## config.mk

```make
export PLATFORM = sky130hd
export DESIGN_NAME = mem_stage_ctrl
export DESIGN_NICKNAME = d
export VERILOG_FILES = /design/src/rtl/mem_stage_ctrl.sv
export SDC_FILE = /design/constraint.sdc
export NUM_CORES = 1
export LEC_CHECK = 0
export ABC_AREA = 1
export BUFFER_PORTS_ARGS = -buffer_cell sky130_fd_sc_hd__clkbuf_2
export CORE_MARGIN = 8
export CORE_UTILIZATION = 45
export CTS_CLUSTER_DIAMETER = 50
export DETAILED_ROUTE_END_ITERATION = 8
export PLACE_DENSITY = 0.82
export SKIP_LAST_GASP = 1
export SLEW_MARGIN = 20
export SYNTH_ARGS = -nofsm -noshare
export SYNTH_HDL_FRONTEND = slang
export SYNTH_SLANG_ARGS = --single-unit
```

## constraint.sdc

```tcl
create_clock -name CLK -period 4.2 [get_ports CLK]
set_clock_uncertainty 0.2 [all_clocks]
set_input_delay 0.42 -clock CLK [delete_from_list [all_inputs] [get_ports CLK]]
set_output_delay 0.42 -clock CLK [all_outputs]
set_load 0.005 [all_outputs]
```

## src/rtl/mem_stage_ctrl.sv

```systemverilog
// Purpose: MEM-stage sequencer. Holds one data-cache request per instruction, captures load
//          data, and drives the pipeline stage enables/flushes, load-use stalls and halt.
// Latency: a memory op needs 3 cycles minimum (IDLE -> ACCESS -> DONE/advance) with immediate
//          dhit and ihit high. Backpressure: it waits in ACCESS on dhit and in DONE on ihit.
module mem_stage_ctrl #(
  parameter int ADDR_W = 32,
  parameter int CNT_W  = 8
) (
  input  logic              CLK,
  input  logic              nRST,
  input  logic              ihit,
  input  logic              dhit,
  input  logic              mem_dREN,
  input  logic              mem_dWEN,
  input  logic [ADDR_W-1:0] mem_addr,
  input  logic [ADDR_W-1:0] mem_store,
  input  logic              mem_branch_taken,
  input  logic              mem_halt,
  input  logic              ex_dREN,
  input  logic [4:0]        ex_rt,
  input  logic [4:0]        id_rs,
  input  logic [4:0]        id_rt,
  input  logic [ADDR_W-1:0] dmemload,
  output logic              dmemREN,
  output logic              dmemWEN,
  output logic [ADDR_W-1:0] dmemaddr,
  output logic [ADDR_W-1:0] dmemstore,
  output logic [ADDR_W-1:0] load_data,
  output logic              en_ifid,
  output logic              en_idex,
  output logic              en_exmem,
  output logic              en_memwb,
  output logic              flush_ifid,
  output logic              flush_idex,
  output logic              flush_exmem,
  output logic              halt,
  output logic [CNT_W-1:0]  access_cycles
);

  typedef enum logic [1:0] {
    IDLE   = 2'd0,
    ACCESS = 2'd1,
    DONE   = 2'd2,
    HALTED = 2'd3
  } state_t;

  state_t state;
  state_t next_state;
  logic   req;
  logic   advance;
  logic   loaduse;

  assign req = mem_dREN | mem_dWEN;

  // State register; reset drops straight back to IDLE from any state.
  always_ff @(posedge CLK or negedge nRST) begin
    if (!nRST) begin
      state <= IDLE;
    end else begin
      state <= next_state;
    end
  end

  // Next-state logic: halt wins over a new request; HALTED is only left through reset.
  always_comb begin
    next_state = state;
    case (state)
      IDLE: begin
        if (mem_halt) begin
          next_state = HALTED;
        end else if (req) begin
          next_state = ACCESS;
        end
      end
      ACCESS: begin
        if (dhit) begin
          next_state = DONE;
        end
      end
      DONE: begin
        if (ihit) begin
          next_state = IDLE;
        end
      end
      HALTED: next_state = HALTED;
      default: next_state = IDLE;
    endcase
  end

  // Request registers: launched from IDLE, held through ACCESS, dropped on dhit.
  // A load takes priority if both enables are seen together.
  always_ff @(posedge CLK or negedge nRST) begin
    if (!nRST) begin
      dmemREN   <= 1'b0;
      dmemWEN   <= 1'b0;
      dmemaddr  <= '0;
      dmemstore <= '0;
    end else if (state == IDLE && !mem_halt && req) begin
      dmemREN   <= mem_dREN;
      dmemWEN   <= mem_dWEN & ~mem_dREN;
      dmemaddr  <= mem_addr;
      dmemstore <= mem_store;
    end else if (state == ACCESS && dhit) begin
      dmemREN   <= 1'b0;
      dmemWEN   <= 1'b0;
      dmemaddr  <= '0;
      dmemstore <= '0;
    end
  end

  // Access-latency counter: cleared at launch, saturating count of every ACCESS cycle.
  always_ff @(posedge CLK or negedge nRST) begin
    if (!nRST) begin
      access_cycles <= '0;
    end else if (state == IDLE && !mem_halt && req) begin
      access_cycles <= '0;
    end else if (state == ACCESS && access_cycles != {CNT_W{1'b1}}) begin
      access_cycles <= access_cycles + 1'b1;
    end
  end

  // Load data capture on the completing cycle; stores leave the previous value intact.
  always_ff @(posedge CLK or negedge nRST) begin
    if (!nRST) begin
      load_data <= '0;
    end else if (state == ACCESS && dhit && dmemREN) begin
      load_data <= dmemload;
    end
  end

  // Output logic: pipeline advance, load-use stall and flush decode.
  // A taken branch flushes IF/ID anyway, so it releases the load-use hold on en_ifid.
  always_comb begin
    advance     = 1'b0;
    loaduse     = ex_dREN && (ex_rt != 5'd0) && ((ex_rt == id_rs) || (ex_rt == id_rt));
    case (state)
      IDLE:    advance = ihit & ~req & ~mem_halt;
      DONE:    advance = ihit;
      default: advance = 1'b0;
    endcase
    en_exmem    = advance;
    en_memwb    = advance;
    en_idex     = advance;
    en_ifid     = advance & (~loaduse | mem_branch_taken);
    flush_ifid  = advance & mem_branch_taken;
    flush_idex  = advance & (loaduse | mem_branch_taken);
    flush_exmem = advance & mem_branch_taken;
    halt        = (state == HALTED);
  end

endmodule

```

==> results.ini, run 1 <==
[global_routing]
gr-total-overflow = 0
grt_pass1_wl_um = 22500
grt_pass1_vias = 4282
grt_usage_pct = 19.7
grt_max_degree = 73
antenna_found_initial = 1

[route]
wl_um = 14000
drc = 0
postRouteAntennaNets = 0
vias = 4178
vias_per_cell = 4.90
wire_per_inst_um = 16.4
drtPass1Iterations = 4
drtIter0Drc = 284

[final_layout]
fin_util_pct = 59.9
finalNonFillerCells = 853
drive_gt1_share_pct = 40.5
num-fill-cells = 855
regArea_sq_um = 2700
area_growth_pct = 29.3
finalNetCount = 836
multiInputGateArea_sq_um = 1820
final_area_sq_um = 6180

[sta]
fin_tns_setup_ps = 0
rsz0062_at_grt = false
worst_slew_pin_slew_ps = 1140
finalHoldViolCount = 0
fmax_mhz = 362
drv_slew = 0
max_slew_margin_pct = 24.1
post-route-period-util_pct = 65.8
finalSetupViolations = 0
fin_crit_ps = 2760
setup_ws_ps = 1440

[floorplanning]
coreArea_sq_um = 10300
die_y_um = 119
initial_core_util_pct = 46.3
num_rows = 37
ios = 234
fp.dieW_um = 119
fp.dieArea_sq_um = 14200

[clock_tree]
cts_repair_resize_count = 0
cts_htree_levels = 3
clkTransAtPathRegs_ps = 100
post_cts_buffers = 0
hold_buffers = 1
numCtsBuffers = 9
clock_sinks = 108
cts-root-buf = clkbuf_8
clock_path_buffers = 2
cts_tree = yes
clock_latency_ps = 380

[job]
drv_cap = 0

[pwr]
vdd_ir_drop_max_mv = 0.320
power_density_nw_per_um2 = 626
p_leak_nw = 3.73

[status]
status = finished clean

[synth]
synth_seq_area_share_pct = 56.5
syn-instance-count = 490
synth.distinct_cells = 28
synth_nets = 615
yosysWarnings = 0
ys_ff_latch = 108
syn_area_sq_um = 4780
synth.avg_cell_area_sq_um = 9.76

[worst_setup_path]
crit_buf_inv = 1
cp_max_fo = 32
worstPathRequired_ps = 4270
critPathKind = flop to flop
worst-endpoint-arrival_ps = 2830
cp_slowest_cell = nand3_2
cpPeakStageDelay_ps = 920
cp_top_family = simple AND/OR/NAND/NOR gates
crit_chain = inv_1, ha_1, nand3_2, mux2_4
start_kind = flop
cp-end-kind = flop

[place]
place_area_sq_um = 5980
place.gp.congestion = 0.785
place_ws_ps = 1440
dpl.hpwl_um = 10700
placed_cells = 835
io_buffer_count = 233

[hold_path]
hold_class = input port to flop

-- Yosys cell counts, drive strengths merged --
library cell / n / area [sq um]
a21oi: 2 / 10.0
o21a: 1 / 7.51
inv: 27 / 101
xnor2: 3 / 26.3
nor2: 15 / 58.8
xor2: 3 / 26.3
clkbuf: 4 / 15.0
nand2: 176 / 666
dfrtp: 108 / 2700
o21ai: 7 / 35.0
o311ai: 1 / 8.76
nand3: 78 / 405
mux2: 32 / 473
a31oi: 1 / 6.26
buf: 23 / 151
nand4: 2 / 12.5
o21bai: 1 / 7.51
ha: 5 / 62.6
o22ai: 1 / 6.26
-- worst min-delay path, cell delays in order --
cell,delay (ps)
clkbuf_2,70
nand2_1,40
nand2_1,50
-- flip-flops by register name (all words and copies together) (netlist names) --
| register | cells |
|---|---|
| access_cycles | 8 |
| dmemREN | 1 |
| dmemWEN | 1 |
| dmemaddr | 32 |
| dmemstore | 32 |
| load_data | 32 |
| state | 2 |
-- worst paths after layout --
check / slack, ps / cells after the start / endpoint / start
max in group asynchronous: 2730 / 3 / load_data[15]$_DFFE_PN0P_ / nRST
min in group asynchronous: 220 / 2 / dmemaddr[11]$_DFFE_PN0P_ / nRST
worst max-delay path: 1440 / 4 / load_data[5]$_DFFE_PN0P_ / state[1]$_DFFE_PN0P_
worst min register to register: 310 / 2 / dmemaddr[8]$_DFFE_PN0P_ / dmemaddr[8]$_DFFE_PN0P_
worst max register to register: 1440 / 4 / load_data[5]$_DFFE_PN0P_ / state[1]$_DFFE_PN0P_
worst min-delay path: 30 / 3 / dmemstore[26]$_DFFE_PN0P_ / mem_store[26]
-- area by class of cell --
type | count | area share, %
flip-flops and latches | 108 | 43.7
multi-input cells | 328 | 29.4
repair buffers | 237 | 19.4
well taps | 136 | 2.75
clock buffers | 11 | 2.13
inverters | 27 | 1.66
clock inverters | 5 | 0.850
diodes | 1 | 0.0405
-- placed cells by master (no fill, tap or decap), drive strengths merged --
cell / n
clkinv: 4
dlygate4sd3: 1
xor2: 3
mux2: 32
nand2: 176
xnor2: 3
nand3: 78
o311ai: 1
buf: 4
o21a: 1
a31oi: 1
bufinv: 1
o22ai: 1
o21bai: 1
inv: 26
clkinvlp: 1
o21ai: 7
a21oi: 2
nand4: 2
diode: 1
nor2: 15
clkbuf: 243
ha: 5
dfrtp: 108
-- power by group --
group / total, mW / switching [mW] / internal [mW]
combinational: 1.50 / 0.760 / 0.744
clock: 0.620 / 0.347 / 0.273
sequential: 1.74 / 0.274 / 1.47
-- through the flow --
step	hold slack [ps]	total power, mW
6_report	32.9	3.87
3_3_place_gp	75.7	3.20
4_1_cts	3.39	3.92
5_1_grt	17.4	4.16
3_5_place_dp	83.2	3.29
2_1_floorplan	-75.6	2.54
-- logic make-up (layout without fill, tap and decap cells) --
family	Yosys count	count (layout)	share of synthesized area (%)
simple gates	271	271	23.9
flops	108	108	56.5
buf+inv	54	280	5.60
mux	32	32	9.89
compound gates	14	14	1.70
xor+xnor	6	6	1.10
fa+ha+maj	5	5	1.31
other cells	0	1	0
-- metal layers --
metal / share of wire [%] / vias up / GRT usage [%]
met5: 0 / - / 0
met4: 1.9 / 0 / 7.43
met3: 9.7 / 19 / 8.12
met2: 48 / 192 / 32.1
met1: 40 / 1954 / 22.7
li1: - / 2013 / -
No activity file was read; power rests on OpenSTA's default activity.
==> run 2, diff against run 1 <==
- ABC_AREA: 1 -> 0
- PLACE_DENSITY: 0.82 -> 0.85
- clock period: 4.2 -> 2.9 ns (I/O delays scaled with it)
==> results.ini, run 2 <==
[final_layout]
multiInputGateArea_sq_um = 1460
num-fill-cells = 607
final_area_sq_um = 6740
drive_gt1_share_pct = 46.0
final_common_cell = clkbuf_2
finalNetCount = 755
reg.largest.list = dmemaddr: 32 flops, dmemstore: 32 flops, load_data: 32 flops
final_cell_mix = clkbuf_2, dfrtp_1, dlygate4sd3_1
area_growth_pct = 56.0
regArea_sq_um = 2700

[synth]
ys_ff_latch = 108
synth_most_common_cell = dfrtp_1
synth_nets = 430
async_reset_ff_share_pct = 100
synthFlopType = dfrtp_1
synthTopCellsByCount = dfrtp_1, a22o_1, mux2_2, xnor2_1, nor2_1
yosysWarnings = 0
synth_seq_area_share_pct = 62.6
synth_edf_count = 0
syn_area_sq_um = 4320
syn-instance-count = 305
synth_top_area_share_pct = 62.6
synth.distinct_cells = 32
synth.avg_cell_area_sq_um = 14.2
yosysTopAreaCell = dfrtp_1
synthTopCellsByArea = dfrtp_1, a22o_1, mux2_2

[clock_tree]
cts_tree = yes
clkTransAtPathRegs_ps = 110
clock_sinks = 108
cts_htree_levels = 3
cts_repair_resize_count = 0
clock_latency_ps = 360
numCtsBuffers = 9
cts-root-buf = clkbuf_8
clock_path_buffers = 2

[job]
drv_cap = 0

[worst_setup_path]
worstPathRequired_ps = 2410
cpPeakStageDelay_ps = 420
cp-end-kind = output pin
start_kind = flop
worst_path_most_repeated_cell = inv_1
worst-endpoint-arrival_ps = 2160
critPathKind = flop to output pin
crit_chain = inv_1, ha_1, nor4b_1, o21ai_0, inv_1, and2_1, a21o_1, clkbuf_2
cp_slowest_cell = dfrtp_1
reg2reg_setup_slack_ps = 600
cp_max_fo = 4

[place]
place.gp.congestion = 0.833
io_buffer_count = 233
place_area_sq_um = 5570
dpl.hpwl_um = 9580

[floorplanning]
fp.dieW_um = 114
ios = 234
fp.dieArea_sq_um = 13000
coreArea_sq_um = 9280
num_rows = 35
initial_core_util_pct = 46.5
die_y_um = 114

[sta]
drv_slew = 0
fmax_mhz = 377
max_slew_margin_pct = 51.5
finalSetupViolations = 0
fin_crit_ps = 2650
post-route-period-util_pct = 91.4
finalHoldViolCount = 0
rsz0062_at_grt = false
fin_tns_setup_ps = 0
worst_slew_pin_slew_ps = 727

[global_routing]
gr-total-overflow = 0
antenna_found_initial = 3
grt_pass1_wl_um = 23700
grt_pass1_vias = 4519
grt_usage_pct = 23.0
grt_max_degree = 67

[hold_path]
hold_class = input port to flop

[pwr]
vdd_ir_drop_max_mv = 0.451
p_leak_nw = 3.55
power_density_nw_per_um2 = 805

[route]
wl_um = 14900
vias_per_cell = 5.12
drc = 0
drtPass1Iterations = 4
vias = 3929
postRouteAntennaNets = 0
drtIter0Drc = 243
wire_per_inst_um = 19.4

[status]
status = finished clean

[run 2: changes by cell type after synthesis, sizes merged, moves of 6 or more]
cell / change
a22o: +65
xnor2: +7
nor2: -6
buf: -7
nand3: -72
nand2: -170
inv: -20
[run 2: worst max-delay path, delay by kind of cell (launching register included)]
family / cells / cell delay [ps]
compound gates: 2 / 300
buf+inv: 3 / 350
fa+ha+maj: 1 / 190
simple gates: 2 / 550
flops: 1 / 420
[run 2: power breakdown]
group	leakage, nW	total, mW	internal (mW)	switching (mW)
combinational	2.06	2.08	1.10	0.977
clock	0.0983	0.883	0.352	0.530
sequential	1.39	2.46	2.07	0.391
total	3.55	5.42	3.52	1.90
[run 2: kinds of logic (layout without fill, tap and decap cells)]
| logic type | after synthesis | count (layout) | synth area share (%) |
|---|---|---|---|
| muxes | 35 | 35 | 9.07 |
| adders and majority gates | 5 | 5 | 1.45 |
| xor gates and xnor gates | 12 | 12 | 2.43 |
| other | 0 | 3 | 0 |
| buffers and inverters | 28 | 358 | 3.85 |
| DFF | 108 | 108 | 62.6 |
| AOI/OAI and AO/OA | 84 | 84 | 16.3 |
| and+or+nand+nor | 33 | 33 | 4.29 |
[run 2: layer usage]
metal	vias up	part of all wire [%]	GRT usage, %
met5	-	0	0
met3	31	7.9	6.76
met1	1951	36	24.3
li1	1776	-	-
met2	171	53	42.0
met4	0	2.6	9.05
[run 2: path summary, 6_finish.rpt]
kind,start,cells after the start,to
setup / recovery,state[0]$_DFFE_PN0P_,8,flush_idex
min in group asynchronous,nRST,2,load_data[30]$_DFFE_PN0P_
hold / removal,mem_dREN,2,dmemREN$_DFFE_PN0P_
hold reg to reg,dmemaddr[11]$_DFFE_PN0P_,1,dmemaddr[11]$_DFFE_PN0P_
setup reg to reg,state[0]$_DFFE_PN0P_,7,dmemstore[30]$_DFFE_PN0P_
max in group asynchronous,nRST,3,dmemstore[2]$_DFFE_PN0P_
[run 2: repair_timing]
item	4_1_cts	5_1_grt
hold endpoints to repair	150	0
hold buffers	97	0
buffers inserted	0	0
[run 2: cell type report]
class / count / share of cell area, %
Inverter: 7 / 0.390
Sequential cell: 108 / 40.1
Timing Repair Buffer: 335 / 32.5
Antenna cell: 3 / 0.111
Clock buffer: 10 / 2.04
Multi-Input combinational cell: 169 / 21.6
Tap cell: 129 / 2.40
Clock inverter: 6 / 0.780
[run 2: through the flow]
stage	hold WS, ps	util [%]	cells	total power, mW	worst slack [ps]
6_report	22.3	72.5	767	5.42	248
5_1_grt	24.7	72.5	767	5.75	41.7
4_1_cts	2.34	72.5	764	5.42	217
3_5_place_dp	182	60.0	651	4.43	637
3_3_place_gp	175	60.0	651	4.29	790
2_1_floorplan	-206	-	305	3.46	919
